--- src/rtl/ps2_key_tracker_multi.sv ---
// PS/2 keyboard receiver with clock deglitching, frame checking, make/break decoding
// (including E0 extended codes) and per-key hold or pulse outputs.
module ps2_key_tracker_multi #(
    parameter int                   N_KEYS         = 10,
    parameter logic [9*N_KEYS-1:0]  KEY_CODES      = {9'h05A, 9'h029, 9'h172, 9'h175, 9'h174,
                                                      9'h16B, 9'h023, 9'h01B, 9'h01C, 9'h01D},
    parameter logic [N_KEYS-1:0]    PULSE_MASK     = '0,
    parameter int                   FILTER_LEN     = 4,
    parameter int                   TIMEOUT_CYCLES = 10000
) (
    input  logic              i_clk,
    input  logic              i_rst_n,
    input  logic              i_ps2_clk,
    input  logic              i_ps2_dat,
    output logic [N_KEYS-1:0] o_keys,
    output logic              o_code_valid,
    output logic [8:0]        o_code,
    output logic              o_code_break,
    output logic              o_frame_err
);

    localparam int FW = $clog2(FILTER_LEN + 1);
    localparam int TW = $clog2(TIMEOUT_CYCLES + 1);

    typedef enum logic [1:0] {
        S_IDLE,
        S_EXT,
        S_BRK,
        S_EXT_BRK
    } dec_state_t;

    logic          r_clk_meta, r_clk_sync, r_dat_meta, r_dat_sync;
    logic          r_filt;
    logic [FW-1:0] r_filt_cnt;
    logic          w_filt_flip, w_fall;

    logic [3:0]    r_bit_cnt;
    logic [7:0]    r_shift;
    logic          r_par;
    logic [TW-1:0] r_to_cnt;
    logic          w_timeout;
    logic          r_byte_stb;
    logic [7:0]    r_byte;
    logic          r_abort;
    logic          r_frame_err;

    dec_state_t    r_state, w_state_next;
    logic          w_ignored;
    logic          w_dec_valid;
    logic [8:0]    w_dec_code;
    logic          w_dec_break;

    logic          r_code_valid;
    logic [8:0]    r_code;
    logic          r_code_break;

    // Both pins idle high, so the synchronisers reset to 1.
    always_ff @(posedge i_clk or negedge i_rst_n) begin
        if (!i_rst_n) begin
            r_clk_meta <= 1'b1;
            r_clk_sync <= 1'b1;
            r_dat_meta <= 1'b1;
            r_dat_sync <= 1'b1;
        end else begin
            r_clk_meta <= i_ps2_clk;
            r_clk_sync <= r_clk_meta;
            r_dat_meta <= i_ps2_dat;
            r_dat_sync <= r_dat_meta;
        end
    end

    // The filtered clock flips on the FILTER_LEN-th consecutive differing sample.
    assign w_filt_flip = (r_clk_sync != r_filt) && (r_filt_cnt == FW'(FILTER_LEN - 1));
    assign w_fall      = w_filt_flip && r_filt;

    always_ff @(posedge i_clk or negedge i_rst_n) begin
        if (!i_rst_n) begin
            r_filt     <= 1'b1;
            r_filt_cnt <= '0;
        end else if (r_clk_sync == r_filt) begin
            r_filt_cnt <= '0;
        end else if (w_filt_flip) begin
            r_filt     <= r_clk_sync;
            r_filt_cnt <= '0;
        end else begin
            r_filt_cnt <= r_filt_cnt + FW'(1);
        end
    end

    assign w_timeout = (r_bit_cnt != 4'd0) && !w_fall && (r_to_cnt == TW'(TIMEOUT_CYCLES - 1));

    always_ff @(posedge i_clk or negedge i_rst_n) begin
        if (!i_rst_n) begin
            r_bit_cnt   <= 4'd0;
            r_shift     <= 8'h00;
            r_par       <= 1'b0;
            r_to_cnt    <= '0;
            r_byte_stb  <= 1'b0;
            r_byte      <= 8'h00;
            r_abort     <= 1'b0;
            r_frame_err <= 1'b0;
        end else begin
            r_byte_stb  <= 1'b0;
            r_abort     <= 1'b0;
            r_frame_err <= 1'b0;
            if (w_fall) begin
                r_to_cnt <= '0;
                case (r_bit_cnt)
                    4'd0: begin
                        if (r_dat_sync) r_frame_err <= 1'b1;
                        else            r_bit_cnt   <= 4'd1;
                    end
                    4'd9: begin
                        r_par     <= r_dat_sync;
                        r_bit_cnt <= 4'd10;
                    end
                    4'd10: begin
                        r_bit_cnt <= 4'd0;
                        // Odd parity: data plus parity bit must hold an odd number of ones.
                        if (r_dat_sync && (^{r_shift, r_par})) begin
                            r_byte_stb <= 1'b1;
                            r_byte     <= r_shift;
                        end else begin
                            r_frame_err <= 1'b1;
                            r_abort     <= 1'b1;
                        end
                    end
                    default: begin
                        r_shift   <= {r_dat_sync, r_shift[7:1]};
                        r_bit_cnt <= r_bit_cnt + 4'd1;
                    end
                endcase
            end else if (r_bit_cnt != 4'd0) begin
                if (w_timeout) begin
                    r_bit_cnt   <= 4'd0;
                    r_to_cnt    <= '0;
                    r_frame_err <= 1'b1;
                    r_abort     <= 1'b1;
                end else begin
                    r_to_cnt <= r_to_cnt + TW'(1);
                end
            end else begin
                r_to_cnt <= '0;
            end
        end
    end

    // Keyboard status replies and reserved bytes never form a key code.
    assign w_ignored = (r_byte == 8'hAA) || (r_byte == 8'hFA) || (r_byte == 8'hFE) ||
                       (r_byte == 8'hEE) || (r_byte == 8'h00) || (r_byte == 8'hFF);

    always_ff @(posedge i_clk or negedge i_rst_n) begin
        if (!i_rst_n) r_state <= S_IDLE;
        else          r_state <= w_state_next;
    end

    always_comb begin
        w_state_next = r_state;
        w_dec_valid  = 1'b0;
        w_dec_code   = 9'h000;
        w_dec_break  = 1'b0;
        if (r_abort) begin
            w_state_next = S_IDLE;
        end else if (r_byte_stb) begin
            case (r_state)
                S_IDLE: begin
                    if (r_byte == 8'hE0) begin
                        w_state_next = S_EXT;
                    end else if (r_byte == 8'hF0) begin
                        w_state_next = S_BRK;
                    end else if (!w_ignored) begin
                        w_dec_valid = 1'b1;
                        w_dec_code  = {1'b0, r_byte};
                    end
                end
                S_EXT: begin
                    if (r_byte == 8'hF0) begin
                        w_state_next = S_EXT_BRK;
                    end else if (r_byte != 8'hE0) begin
                        w_dec_valid  = 1'b1;
                        w_dec_code   = {1'b1, r_byte};
                        w_state_next = S_IDLE;
                    end
                end
                S_BRK: begin
                    w_dec_valid  = 1'b1;
                    w_dec_break  = 1'b1;
                    w_dec_code   = {1'b0, r_byte};
                    w_state_next = S_IDLE;
                end
                default: begin
                    w_dec_valid  = 1'b1;
                    w_dec_break  = 1'b1;
                    w_dec_code   = {1'b1, r_byte};
                    w_state_next = S_IDLE;
                end
            endcase
        end
    end

    always_ff @(posedge i_clk or negedge i_rst_n) begin
        if (!i_rst_n) begin
            r_code_valid <= 1'b0;
            r_code       <= 9'h000;
            r_code_break <= 1'b0;
        end else begin
            r_code_valid <= w_dec_valid;
            if (w_dec_valid) begin
                r_code       <= w_dec_code;
                r_code_break <= w_dec_break;
            end
        end
    end

    genvar gi;
    generate
        for (gi = 0; gi < N_KEYS; gi++) begin : g_key
            logic w_match;
            logic r_hold;
            logic r_pulse;

            assign w_match = w_dec_valid && (w_dec_code == KEY_CODES[9*gi +: 9]);

            // Pulse only on a fresh press; typematic repeats arrive while already held.
            always_ff @(posedge i_clk or negedge i_rst_n) begin
                if (!i_rst_n) begin
                    r_hold  <= 1'b0;
                    r_pulse <= 1'b0;
                end else begin
                    r_pulse <= w_match && !w_dec_break && !r_hold;
                    if (w_match) r_hold <= !w_dec_break;
                end
            end

            assign o_keys[gi] = PULSE_MASK[gi] ? r_pulse : r_hold;
        end
    endgenerate

    assign o_code_valid = r_code_valid;
    assign o_code       = r_code;
    assign o_code_break = r_code_break;
    assign o_frame_err  = r_frame_err;

endmodule

--- config.mk ---
export PLATFORM = sky130hd
export DESIGN_NAME = ps2_key_tracker_multi
export DESIGN_NICKNAME = d
export VERILOG_FILES = /design/src/rtl/ps2_key_tracker_multi.sv
export SDC_FILE = /design/constraint.sdc
export NUM_CORES = 1
export LEC_CHECK = 0
export ABC_AREA = 1
export CAP_MARGIN = 40
export CORE_ASPECT_RATIO = 1.5
export CORE_MARGIN = 5
export CORE_UTILIZATION = 55
export CTS_CLUSTER_DIAMETER = 150
export DETAILED_ROUTE_END_ITERATION = 8
export PLACE_DENSITY_LB_ADDON = 0.3
export SETUP_SLACK_MARGIN = 0.1
export SYNTH_ARGS = -nofsm -noshare
export SYNTH_HDL_FRONTEND = slang
export SYNTH_SLANG_ARGS = --single-unit
--- constraint.sdc ---
create_clock -name i_clk -period 2.1 [get_ports i_clk]
set_input_delay 0.63 -clock i_clk [delete_from_list [all_inputs] [get_ports i_clk]]
set_output_delay 0.63 -clock i_clk [all_outputs]
set_load 0.03 [all_outputs]
# Word level (Yosys, flattened, before mapping)
# Cells that the tools add are included.
[classes] add_sub_neg=3 eq_ne=29 muxes=47 bitwise=2 reduce_logical=38
[op_table] op="$eq 8x8->1 const B" count=7
[op_table] op="$mux 14" count=3
[op_table] op="$eq 9x9->1 const B" count=4
[op_table] op="$mux 9" count=4
[op_table] op="$eq 9x5->1 const B" count=3
[op_table] op="$pmux 9 s3" count=1
[op_table] op="$mux 8" count=3
[op_table] op="$mux 1" count=20
[op_table] op="$eq 9x6->1 const B" count=2
[op_table] op="$mux 4" count=4
[op_table] op="$logic_and 1x1->1" count=15
[op_table] op="$add 14x1->14 const B" count=1
[op_table] op="$eq 14x14->1 const B" count=1
[op_table] op="$mux 2" count=6
[op_table] op="$pmux 4 s3" count=1
[op_table] op="$eq 9x7->1 const B" count=1
[op_table] op="$reduce_and 3->1" count=3
[op_table] op="$reduce_xor 9->1" count=1
[op_table] op="$eq 4x4->1 const B" count=2
[op_table] op="$logic_not 8->1" count=1
[op_table] op="$ne 4x4->1 const B" count=2
[op_table] op="$ne 8x8->1 const B" count=1
[op_table] op="$mux 3" count=2
[op_table] op="$reduce_and 2->1" count=3
[op_table] op="other kinds (19)" count=28
[word_totals] reg_bits=69 inputBits=4 output_inout_bits=22

# Logic depth before layout (Yosys ltp)
[logic_depth] ltp_word=14 mapped_depth=16 depth_no_buf=15

# Worst setup path after synthesis
# OpenSTA, ideal clock, no wires.
[synth_timing] path_kind="flip-flop to flip-flop" start="reg r_byte[7]" end="reg g_key[4].r_hold" arrival_ps=1600 required_time_ps=1987 slack_ps=387 stages_incl_launch_ff=15 n_path_buf=2 synth_period_minus_slack_ps=1713 cell_sequence="dfrtp_1 > buf_6 > nand2_2 > nor2_4 > nand2_1 > o21ai_0 > nor2_1 > nand2_2 > nand2_2 > buf_4 > nand4_1 > nor2_1 > nand3_1 > nand2_1 > inv_1"
[synth_between] elab_chain_len=14 word_cells_on_any_way=32 cone_classes="eq/ne: 9; mux: 16; reduce/logical: 7"
[synth_rtl] element="start, declared" line_no="43" text="logic [7:0] r_byte;"
[synth_rtl] element="start signal, assigned" line_no="122" text="r_byte <= r_shift;"
[synth_rtl] element="$eq 8x8->1" line_no="149" text="assign w_ignored = (r_byte == 8'hAA) || (r_byte == 8'hFA) || (r_byte == 8'hFE) ||"
[synth_rtl] element="$logic_or 1x1->1 (3 in series)" line_no="149"
[synth_rtl] element="$logic_or 1x1->1 (2 in series)" line_no="150" text="(r_byte == 8'hEE) || (r_byte == 8'h00) || (r_byte == 8'hFF);"
[synth_rtl] element="$mux 8" line_no="171" text="end else if (!w_ignored) begin"
[synth_rtl] element="$mux 8" line_no="169" text="end else if (r_byte == 8'hF0) begin"
[synth_rtl] element="$mux 8" line_no="167" text="if (r_byte == 8'hE0) begin"
[synth_rtl] element="$pmux 9 s3" line_no="165" text="case (r_state)"
[synth_rtl] element="$mux 9" line_no="164" text="end else if (r_byte_stb) begin"
[synth_rtl] element="$mux 9" line_no="162" text="if (r_abort) begin"
[synth_rtl] element="$eq 9x9->1" line_no="222" text="assign w_match = w_dec_valid && (w_dec_code == KEY_CODES[9*gi +: 9]);"
[synth_rtl] element="$logic_and 1x1->1 *" line_no="222"
[synth_rtl] element="end signal, assigned" line_no="231" text="if (w_match) r_hold <= !w_dec_break;"
[synth_rtl] element="end, declared" line_no="219" text="logic r_hold;"
# Every way passes the cells marked *; elsewhere a longest branch is shown, timed or not.
# A chain may end at the register's enable or synchronous reset.

# Worst setup path in the final report
[layout_timing] start="reg r_byte[1]" end="reg g_key[4].r_hold"
# The elaborated chain is that of the path after synthesis.

==> impl_metrics.py <==
metrics = {
    "status": {
        "status": "complete, no violations",
    },
    "placed_design": {
        "place_congestion": 0.868,
        "hpwl_mm": 5.55,
        "dpl_cell_area_sq_um": 3920,
        "dp_slack_ps": 15.9,
        "portBuffers": 25,
    },
    "critical_path": {
        "cp_slowest_cell": "dfrtp_2",
        "critPathBufInv": 1,
        "crit_arrival_ps": 2190,
        "end_kind": "flop",
        "critPathMaxStageDelay_ps": 450,
        "path_delay_family": "simple AND/OR/NAND/NOR gates",
        "crit_type": "flop to flop",
        "path_common_cell": "nand2_1",
        "path_cells": "nand2_1 -> nor2_1 -> nand2_1 -> o21ai_1 -> nor2_2 -> nand3_2 -> nand2_4 -> nand4_1 -> nor2_2 -> nand3_1 -> nand2_1 -> inv_1",
        "cp_max_fo": 6,
        "worst_setup_path_start_kind": "flop",
        "cp.required_ps": 2340,
    },
    "sta": {
        "fin_ws_ps": 158,
        "rsz0062_at_grt": "yes",
        "max_freq_mhz": 515,
        "hold_slack_ps": 280,
        "clock_skew_ps": 11.1,
        "tightest_slew_ps": 452,
        "setup_viol": 0,
        "max-slew-margin-rel_pct": 69.8,
        "setup-tns-final_ps": 0,
        "period_needed_ps": 1940,
        "final_hold_viol_count": 0,
        "finalCritPeriodShare_pct": 92.5,
        "slew_violations": 0,
    },
    "route": {
        "wl_per_cell_um": 13.4,
        "firstDrtPassIters": 4,
        "final_antenna_net_count": 0,
        "vias_per_cell": 5.22,
        "vias": 3048,
        "drcViolationCount": 0,
        "wl_mm": 7.81,
        "first_iter_violations": 172,
    },
    "synthesis": {
        "yosysWarnings": 0,
        "yosysSeqAreaShare_pct": 47.6,
        "syn_nets": 470,
        "yosys.area.top_type": "dfrtp_1",
        "synth.area.top_cells": "dfrtp_1 44%, nand2_1 11%, inv_1 7.2%",
        "synth_area_per_cell_sq_um": 7.92,
        "synth_ff_type": "dfrtp_1",
        "synth-async-reset-ratio_pct": 100,
        "synth-edff-count": 0,
        "synthesis.area_sq_um": 3640,
        "synth_top_area_share_pct": 44.0,
        "synthCells": 460,
        "postSynthRegisterBits": 69,
        "yosys.cell_types.count": 37,
    },
    "global_route": {
        "grt_pass1_vias": 2931,
        "grt_pass1_wl_mm": 12.8,
        "grtUsageTotal_pct": 19.4,
        "antenna_found_initial": 0,
        "grt_overflow": 0,
        "grt_max_degree": 70,
    },
    "final_layout": {
        "utilization_pct": 68.2,
        "fillCellCount": 549,
        "area_growth_pct": 21.5,
        "drive_gt1_share_pct": 21.9,
        "nNetsFinal": 513,
        "stdcell_area_sq_um": 4420,
        "seq_area_sq_um": 1740,
        "multi_input_area_sq_um": 1700,
        "antennaDiodeCount": 0,
    },
    "clock_tree": {
        "htreeDepth": 3,
        "cts.sinks": 69,
        "worstSkewPairLatency_ps": 350,
        "tritoncts": "built",
        "ctsRootBufferMaster": "clkbuf_8",
        "clkSlewWorstSetupHoldPaths_ps": 80,
        "cts_made_buffers": 9,
        "max-clock-path-buffers": 2,
    },
    "power": {
        "ir_drop_uv": 720,
        "p_per_area_nw_per_um2": 688,
        "p_leak_nw": 2.18,
    },
    "floorplanning": {
        "io_pins": 26,
        "coreArea_sq_um": 6490,
        "row_count": 36,
        "initial_core_util_pct": 56.2,
        "die_w_um": 76.4,
        "die_area_sq_um": 8380,
        "die_h_um": 110,
    },
    "worst_hold_path": {
        "hold_class": "primary input to async pin",
    },
    "run": {
        "maxCapViolations": 0,
    },
}
## layout by cell type (no fill, tap or decap), types with 2 or more instances in the layout
cell / Yosys / layout
a21oi_1: 6 / 6
a311oi_1: 2 / 2
a31oi_1: 2 / 2
buf_4: 11 / 23
clkbuf_8: 1 / 9
clkdlybuf4s50_1: 0 / 2
clkinv_4: 0 / 2
clkinvlp_4: 0 / 2
dfrtp_1: 64 / 58
dfrtp_2: 0 / 6
dfstp_2: 5 / 5
dlygate4sd2_1: 0 / 20
dlymetal6s2s_1: 0 / 2
ha_1: 6 / 5
inv_1: 70 / 67
inv_4: 0 / 2
nand2_1: 111 / 103
nand2_2: 6 / 7
nand2_4: 0 / 7
nand3_1: 34 / 28
nand3_2: 1 / 6
nand3_4: 1 / 2
nand4_1: 11 / 11
nor2_1: 57 / 43
nor2_2: 8 / 18
nor2_4: 1 / 5
nor3_1: 8 / 4
nor3_2: 0 / 3
nor3b_2: 1 / 3
o211ai_1: 2 / 2
o21ai_0: 23 / 20
o21ai_1: 3 / 5
o21ai_2: 1 / 2
xnor2_1: 5 / 5
xor2_1: 6 / 6
## final cells by class
| type | count | area share [%] |
|---|---|---|
| Sequential cell | 69 | 39.3 |
| Multi-Input combinational cell | 304 | 38.5 |
| Timing Repair Buffer | 49 | 9.45 |
| Inverter | 70 | 6.05 |
| Clock buffer | 10 | 2.88 |
| Tap cell | 76 | 2.15 |
| Clock inverter | 6 | 1.61 |
## cells by family after synthesis
| group | Yosys count | share of synthesized area [%] |
|---|---|---|
| flip-flops | 69 | 47.6 |
| AO/OA/AOI/OAI | 45 | 7.35 |
| XOR/XNOR | 11 | 2.65 |
| AND/OR/NAND/NOR | 241 | 29.2 |
| buffers and inverters | 87 | 10.9 |
| adder cells (fa/ha/maj) | 6 | 2.06 |
| multiplexers | 1 | 0.309 |
## power by group
group | switching (W) | internal (W) | total (W) | leakage [nW]
logic | 0.000307 | 0.000175 | 0.000482 | 1.15
clock network | 0.000522 | 0.000556 | 0.00108 | 0.0931
registers | 0.0000696 | 0.00141 | 0.00148 | 0.932
## synthesized netlist by cell type, types with 2 or more instances
cell	number
a21oi_1	6
a311oi_1	2
a31oi_1	2
buf_2	2
buf_4	11
buf_6	2
dfrtp_1	64
dfstp_2	5
ha_1	6
inv_1	70
nand2_1	111
nand2_2	6
nand3_1	34
nand4_1	11
nor2_1	57
nor2_2	8
nor3_1	8
nor3b_1	2
o211ai_1	2
o21ai_0	23
o21ai_1	3
xnor2_1	5
xor2_1	6
## per-stage QoR
stage | cells | total power, W
final | 584 | 0.00304
after global routing | 584 | 0.00323
after CTS | 568 | 0.00305
after detailed placement | 552 | 0.00196
after global placement | 552 | 0.00194
after floorplan | 460 | 0.00180
## repair_timing
item / CTS / global route
hold endpoints to repair: 0 / 0
pin swaps: 0 / 21
buffers inserted: 0 / 16
hold buffers: 0 / 0
endpoints found under the setup margin: 26 / 33
gates resized for setup: 23 / 62
## path summary, 6_finish.rpt
kind,depth (start not counted),end,slack [ps],from
max,12,g_key[4].r_hold,160,r_byte[1]
min,2,o_code_valid,280,i_rst_n
max reg2reg,12,g_key[4].r_hold,160,r_byte[1]
min reg2reg,0,r_dat_sync,360,r_dat_meta
max in group asynchronous,2,r_clk_sync,1480,i_rst_n
min in group i_clk,0,r_dat_sync,360,r_dat_meta
## metal layers
layer / track usage (%) / vias up / wire [um]
met5: 0 / - / 0
met4: 12.8 / 0 / 445
met3: 3.85 / 33 / 229
met2: 36.6 / 63 / 4260
met1: 19.1 / 1419 / 2880
li1: - / 1533 / -
## flip-flops by register name (all words and copies together) (netlist names), 2 cells and up
register / count
r_to_cnt: 14
g_key.r_hold: 10
o_code: 9
r_byte: 8
r_shift: 8
r_bit_cnt: 4
r_filt_cnt: 3
r_state: 2
Power figures use the tool's default switching activity.
